### src/rtl/cla_serial_add16_ctrl.sv
// rtl/cla_serial_add16_ctrl.sv - nibble-serial WIDTH-bit add/subtract sequencer around one 4-bit CLA
//
// CLA_Adder4: 4-bit carry-lookahead adder.
//   A, B  : 4-bit operands
//   Cin   : carry in
//   Sum   : 4-bit sum
//   Cout  : carry out
//
// cla_serial_add16_ctrl: performs WIDTH-bit A+B or A-B over WIDTH/4 clock cycles.
//   clk, rst_n          : rising-edge clock, asynchronous active-low reset
//   in_valid / in_ready : request handshake; in_ready high only while idle
//   op_a, op_b, sub     : operands and operation select, sampled on accept
//   out_valid/out_ready : result handshake; out_valid high only while done
//   result, cout, ovf   : sum/difference, final carry (1 = no borrow on subtract),
//                         signed overflow

module CLA_Adder4 (
    input  logic [3:0] A,
    input  logic [3:0] B,
    input  logic       Cin,
    output logic [3:0] Sum,
    output logic       Cout
);
    logic [3:0] g;
    logic [3:0] p;
    logic [4:0] c;

    always_comb begin
        g    = A & B;
        p    = A ^ B;
        c[0] = Cin;
        c[1] = g[0] | (p[0] & c[0]);
        c[2] = g[1] | (p[1] & g[0]) | (p[1] & p[0] & c[0]);
        c[3] = g[2] | (p[2] & g[1]) | (p[2] & p[1] & g[0]) | (p[2] & p[1] & p[0] & c[0]);
        c[4] = g[3] | (p[3] & g[2]) | (p[3] & p[2] & g[1]) | (p[3] & p[2] & p[1] & g[0])
             | (p[3] & p[2] & p[1] & p[0] & c[0]);
        Sum  = p ^ c[3:0];
        Cout = c[4];
    end
endmodule

module cla_serial_add16_ctrl #(
    parameter int WIDTH = 16
) (
    input  logic             clk,
    input  logic             rst_n,
    input  logic             in_valid,
    output logic             in_ready,
    input  logic [WIDTH-1:0] op_a,
    input  logic [WIDTH-1:0] op_b,
    input  logic             sub,
    output logic             out_valid,
    input  logic             out_ready,
    output logic [WIDTH-1:0] result,
    output logic             cout,
    output logic             ovf
);
    localparam int N  = WIDTH / 4;
    localparam int IW = (N > 1) ? $clog2(N) : 1;
    localparam logic [IW-1:0]    LAST     = IW'(N - 1);
    localparam logic [WIDTH-1:0] NIB_MASK = WIDTH'(4'hF);

    typedef enum logic [1:0] {IDLE, RUN, DONE} state_t;

    state_t           state_q,  state_d;
    logic [WIDTH-1:0] a_q,      a_d;
    logic [WIDTH-1:0] b_q,      b_d;
    logic             carry_q,  carry_d;
    logic [IW-1:0]    idx_q,    idx_d;
    logic [WIDTH-1:0] result_q, result_d;
    logic             cout_q,   cout_d;
    logic             ovf_q,    ovf_d;

    // Bit offset of the current nibble; shifting instead of a variable
    // part-select keeps the index arithmetic width-exact.
    logic [IW+1:0]    sh;
    logic [WIDTH-1:0] a_sh;
    logic [WIDTH-1:0] b_sh;
    logic [3:0]       add_sum;
    logic             add_cout;

    assign sh   = {idx_q, 2'b00};
    assign a_sh = a_q >> sh;
    assign b_sh = b_q >> sh;

    CLA_Adder4 u_cla (
        .A    (a_sh[3:0]),
        .B    (b_sh[3:0]),
        .Cin  (carry_q),
        .Sum  (add_sum),
        .Cout (add_cout)
    );

    always_comb begin
        state_d  = state_q;
        a_d      = a_q;
        b_d      = b_q;
        carry_d  = carry_q;
        idx_d    = idx_q;
        result_d = result_q;
        cout_d   = cout_q;
        ovf_d    = ovf_q;
        case (state_q)
            IDLE: begin
                if (in_valid) begin
                    // Subtract is A + ~B + 1: invert B once, seed the carry with 1.
                    a_d     = op_a;
                    b_d     = sub ? ~op_b : op_b;
                    carry_d = sub;
                    idx_d   = '0;
                    state_d = RUN;
                end
            end
            RUN: begin
                result_d = (result_q & ~(NIB_MASK << sh)) | (WIDTH'(add_sum) << sh);
                carry_d  = add_cout;
                if (idx_q == LAST) begin
                    cout_d  = add_cout;
                    // b_q already holds the inverted operand for subtract, so
                    // the same sign rule covers both operations.
                    ovf_d   = (a_q[WIDTH-1] == b_q[WIDTH-1]) && (add_sum[3] != a_q[WIDTH-1]);
                    // Wrap to 0 so the nibble index never leaves the operand.
                    idx_d   = '0;
                    state_d = DONE;
                end else begin
                    idx_d = idx_q + 1'b1;
                end
            end
            DONE: begin
                if (out_ready) begin
                    state_d = IDLE;
                end
            end
            default: state_d = IDLE;
        endcase
    end

    always_ff @(posedge clk or negedge rst_n) begin
        if (!rst_n) begin
            state_q  <= IDLE;
            a_q      <= '0;
            b_q      <= '0;
            carry_q  <= 1'b0;
            idx_q    <= '0;
            result_q <= '0;
            cout_q   <= 1'b0;
            ovf_q    <= 1'b0;
        end else begin
            state_q  <= state_d;
            a_q      <= a_d;
            b_q      <= b_d;
            carry_q  <= carry_d;
            idx_q    <= idx_d;
            result_q <= result_d;
            cout_q   <= cout_d;
            ovf_q    <= ovf_d;
        end
    end

    assign in_ready  = (state_q == IDLE);
    assign out_valid = (state_q == DONE);
    assign result    = result_q;
    assign cout      = cout_q;
    assign ovf       = ovf_q;
endmodule

### config.mk
export PLATFORM = sky130hd
export DESIGN_NAME = cla_serial_add16_ctrl
export DESIGN_NICKNAME = d
export VERILOG_FILES = /design/src/rtl/cla_serial_add16_ctrl.sv
export SDC_FILE = /design/constraint.sdc
export NUM_CORES = 1
export LEC_CHECK = 0
export BUFFER_PORTS_ARGS = -buffer_cell sky130_fd_sc_hd__buf_2
export CORE_MARGIN = 10
export CORE_UTILIZATION = 32
export DETAILED_ROUTE_END_ITERATION = 10
export MAX_ROUTING_LAYER = met4
export SETUP_SLACK_MARGIN = 0.1
export SLEW_MARGIN = 20
export SYNTH_ARGS = -nofsm -noshare
export SYNTH_HDL_FRONTEND = slang
export SYNTH_SLANG_ARGS = --single-unit
### constraint.sdc
create_clock -name clk -period 5.4 [get_ports clk]
set_clock_uncertainty 0.2 [all_clocks]
set_input_delay 1.62 -clock clk [delete_from_list [all_inputs] [get_ports clk]]
set_output_delay 1.62 -clock clk [all_outputs]
set_load 0.05 [all_outputs]
# ---- Word level (Yosys, flattened, before mapping)
# Cells that the tools add are included.
dict set report word_totals {
  register_bits 55
  input_bits 37
  out_inout_bits 20
  elab_cells 71
}
dict set report classes {
  add_sub_neg 1
  n_eq_ne 8
  n_shift 4
  muxes 10
  n_bitwise 33
  reduce_logical 7
}
# operator count
set op_table {}
lappend op_table {{NOT 16 bit} 2}
lappend op_table {{>> shifter 16 x 4 -> 4 bit} 2}
lappend op_table {{bitwise AND 1 bit} 16}
lappend op_table {{bitwise AND 16 bit} 1}
lappend op_table {{2-to-1 mux 16 bit} 1}
lappend op_table {{OR 16 bit} 1}
lappend op_table {{<< shifter 4 x 4 -> 16 bit} 1}
lappend op_table {{<< shifter 4 x 4 -> 16 bit, first input constant} 1}
lappend op_table {{2-to-1 mux 2 bit} 5}
lappend op_table {{OR 1 bit} 10}
lappend op_table {{XOR 4 bit} 2}
lappend op_table {{one-hot mux 2 bit (3 select lines)} 1}
lappend op_table {{AND reduction 2 bit} 3}
lappend op_table {{bitwise AND 4 bit} 1}
lappend op_table {{== test 2 bit, second input constant} 2}
lappend op_table {{!= test 2 bit, second input constant} 2}
lappend op_table {{one-hot mux 2 bit (2 select lines)} 1}
lappend op_table {{AND reduction 3 bit} 1}
lappend op_table {{adder 2 x 1 -> 2 bit, second input constant} 1}
lappend op_table {{== test 2 x 1 -> 1 bit, second input constant} 1}
lappend op_table {{logical NOT 2 bit} 1}
lappend op_table {{!= test 2 x 1 -> 1 bit, second input constant} 1}
lappend op_table {{one-hot mux 1 bit (2 select lines)} 1}
lappend op_table {{nonzero test 2 bit} 1}
lappend op_table {{other kinds (4)} 4}

# ---- Logic depth before layout (Yosys ltp)
dict set report logic_depth {
  ltp_word 9
  mapped_depth 7
  ltp_nobuf 6
}

# ---- Cells and area by module
# A second synthesis with hierarchy kept.
dict set report hier_totals {
  cells_unflattened 206
  hier_area_um2 2651.3
}
# mod instances cells_per_inst area_each_um2 seq_area_each_um2
set by_module_without_submodules {}
lappend by_module_without_submodules {cla_serial_add16_ctrl 1 189 2503.7 1376.3}
lappend by_module_without_submodules {CLA_Adder4 1 17 147.6 0.0}

# ---- Worst setup path before layout
# Ideal clock, no wire load.
dict set report synth_timing {
  kind {flip-flop to output port}
  startpoint {reg state_q[0]}
  endpoint {out in_ready}
  t_arrival_ns 1.095
  required_ns 3.580
  setup_slack_ns 2.485
  stages_incl_launch_ff 2
  n_path_buf 0
  cell_sequence {dfrtp_1 nor2_1}
}
dict set report synth_via {
  elab_chain_len 1
}
# item line
set synth_rtl {}
lappend synth_rtl {{start: declaration} 65} ;# state_t state_q, state_d;
lappend synth_rtl {{start signal: assignment} 149} ;# state_q <= state_d;
lappend synth_rtl {{logical NOT 2 bit} 160} ;# assign in_ready = (state_q == IDLE);
lappend synth_rtl {{end: declaration} 48} ;# output logic in_ready,
# No other way between the ends.

# ---- Worst setup path after layout
dict set report layout_timing {
  startpoint {reg state_q[0]}
  endpoint {out out_valid}
}
dict set report layout_via {
  elab_chain_len 1
}
# item line
set layout_rtl {}
lappend layout_rtl {{== test 2 bit} 161} ;# assign out_valid = (state_q == DONE);
lappend layout_rtl {{end: declaration} 52} ;# output logic out_valid,
# No other way between the ends.

==> impl_metrics.tcl <==
set metrics [dict create \
    htreeDepth 2 \
    n_antenna_cell 0 \
    nNetsFinal 344 \
    synth_cell_types 29 \
    drc 0 \
    hold_viol 0 \
    critPathArrivalTime_ns 1.23 \
    min_path_cells 2 \
    fin_area_um2 3120 \
    yosys.area_share.adder 0.0505 \
    setup_viol 0 \
    p_sw_mw 1.11 \
    die_w_um 111 \
    syn_area_um2 2630 \
    io-pin-count 57 \
    rsz0062_at_grt "no" \
    drt-initial-drc-count 60 \
    ys_warn_count 0 \
    cp.required_ns 3.58 \
    final_cells 400 \
    worstPathMaxFanout 5 \
    hold_buffers 0 \
    synth_ff_type "dfrtp_1" \
    grt-ovfl-total 0 \
    end_kind "output pin" \
    finalSetupTns_ns 0 \
    cts.sinks 55 \
    p_clk_frac 0.133 \
    power_leakage_nw 1.51 \
    place.gp.congestion 0.799 \
    p_seq_frac 0.324 \
    cts_buffer_depth 2 \
    place_area_um2 2990 \
    grt_pass1_wl_um 10200 \
    yosys_register_bits 55 \
    cts.repair.resized 0 \
    maxCapViolations 0 \
    first_pass_iters 4 \
    p_comb_frac 0.544 \
    final_layout_size_suffix_gt1_frac 0.255 \
    grt_max_degree 52 \
    io_buffers 56 \
    ant_nets 0 \
    clk-insertion-delay-late_ns 0.31 \
    track_usage 0.103 \
    grt_antenna_before_repair 0 \
    vdd_drop_max_mv 0.281 \
    cts_tree "built" \
    synth_top_family_by_area "simple AND/OR/NAND/NOR gates" \
    p_int_mw 1.28 \
    critical_path_class "flop to output pin" \
    worst_setup_path_start_kind "flop" \
    netlist_instances 243 \
    clk_pin_slew_ns 0.09 \
    post-route-util 0.398 \
    r2r_end "result[11]$_DFFE_PN0P_" \
    via_per_inst 4.68 \
    min_period_ns 3.05 \
    nFillCells 826 \
    placedCellCount 392 \
    slew_headroom 0.546 \
    grt_pass1_vias 2049 \
    swShare 0.464 \
    crit_chain "nand2b_1 > inv_1 > buf_2" \
    dieArea_um2 12200 \
    cts_buffers 5 \
    rows 32 \
    worstHoldEndpoint "a_q[4]$_DFFE_PN0P_" \
    core_um2 7850 \
    r2r_start "idx_q[0]$_DFFE_PN0P_" \
    synth_xor_area_frac 0.0634 \
    syn_nets 290 \
    worst_pin_slew_ns 0.679 \
    slew_violations 0 \
    status "finished clean" \
    hold_slack_ns 0.279 \
    cp_slowest_cell "dfrtp_1" \
    start_util 0.335 \
    hp-start "a_q[4]$_DFFE_PN0P_" \
    clock.fmax_ghz 0.328 \
    fin_crit_sh 0.564 \
    max_stage_delay_ns 0.44 \
    multi_input_area_um2 1180 \
    synthArstFlopShare 1.00 \
    avgSynthCellArea_um2 10.8 \
    synthSimpleGateAreaFrac 0.142 \
    vias 1870 \
    synth_compound_area_frac 0.122 \
    area_growth_pct 19.0 \
    min_path_type "flop to flop" \
    regArea_um2 1380 \
    reg2reg_setup_slack_ns 2.48 \
    pwr_density_cell_nw_per_um2 763 \
    synth_edf_count 0 \
    dpl.hpwl_um 4530 \
    totalWireLength_um 5860 \
    die_y_um 111 \
    wire_per_inst_um 14.6 \
    rr_worst_depth 6 \
    root_buffer "clkbuf_8" \
    post_cts_buffers 0 \
    ys_seq_area_frac 0.524 \
    synthMuxAreaShare 0.0686 \
]
-- cell usage after synthesis, drive strengths merged, types with 2 or more instances --
master | instances | area share
nand2 | 58 | 0.086
dfrtp | 55 | 0.52
a21oi | 19 | 0.036
nor2 | 19 | 0.027
xnor2 | 17 | 0.057
a22o | 16 | 0.053
buf | 11 | 0.024
ha | 9 | 0.043
mux4 | 8 | 0.069
nor3 | 5 | 0.0095
o21ai | 5 | 0.011
inv | 4 | 0.0057
nand2b | 2 | 0.0048
o31ai | 2 | 0.0057
xor2 | 2 | 0.0067
-- cells by family after synthesis --
group | after synthesis
xor gates and xnor gates | 19
DFF | 55
AOI/OAI and AO/OA | 47
muxes | 8
adders and majority gates | 10
buffers and inverters | 15
and+or+nand+nor | 89
-- cells in the final DEF, fill, tap and decap left out, drive strengths merged, types with 2 or more instances in the layout --
master / netlist / final
nand2: 58 / 58
mux4: 8 / 8
nor2: 19 / 19
nor3: 5 / 5
buf: 11 / 58
a22o: 16 / 16
o31ai: 2 / 2
inv: 4 / 4
ha: 9 / 9
clkbuf: 0 / 6
a21oi: 19 / 19
xor2: 2 / 2
nand2b: 2 / 2
o21ai: 5 / 5
dfrtp: 55 / 55
bufinv: 0 / 2
xnor2: 17 / 17
-- worst max path at each step --
stage	from	endpoint	depth (start not counted)
2_1_floorplan	state_q[0]$_DFFE_PN0P_	in_ready	1
3_3_place_gp	in_valid	carry_q$_DFFE_PN0P_	6
3_5_place_dp	in_valid	carry_q$_DFFE_PN0P_	6
4_1_cts	state_q[0]$_DFFE_PN0P_	out_valid	3
5_1_grt	state_q[0]$_DFFE_PN0P_	out_valid	3
6_report	state_q[0]$_DFFE_PN0P_	out_valid	3
-- layout make-up --
cell class	count	share of cell area
flip-flops and latches	55	0.441
clock inverters	2	0.0192
clock buffers	6	0.0232
multi-input cells	173	0.377
repair buffers	58	0.0945
well taps	102	0.0408
inverters	4	0.00481
-- flip-flops by register name, indices dropped and copies added, names as in the netlist --
register  flops
cout          1
carry_q       1
result       16
idx_q         2
state_q       2
ovf           1
b_q          16
a_q          16
-- per-layer routing --
layer | track usage | part of all wire | vias up
met2 | 0.164 | 0.49 | 41
met1 | 0.127 | 0.46 | 885
met5 | - | 0 | -
met3 | 0.0227 | 0.029 | 6
li1 | - | - | 938
met4 | 0.0328 | 0.015 | 0
-- critical path, delay by kind of cell (launching register included) --
family,cells,cell delay [ns]
simple gates,1,0.18
flops,1,0.44
buf+inv,2,0.30
-- through the flow --
| stage | setup WS, ns | total power [mW] |
|---|---|---|
| detailed placement | 2.35 | 2.10 |
| finish | 2.35 | 2.38 |
| CTS | 2.34 | 2.42 |
| global route | 2.27 | 2.59 |
| floorplan | 2.49 | 1.77 |
| global placement | 2.39 | 2.07 |
-- power groups by stage --
stage | Sequential (mW) | Combinational (mW) | Clock [mW]
global route | 0.806 | 1.44 | 0.345
global placement | 0.780 | 1.29 | 0
detailed placement | 0.784 | 1.32 | 0
finish | 0.771 | 1.30 | 0.317
CTS | 0.777 | 1.32 | 0.324
floorplan | 0.926 | 0.840 | 0
Power figures use the tool's default switching activity.
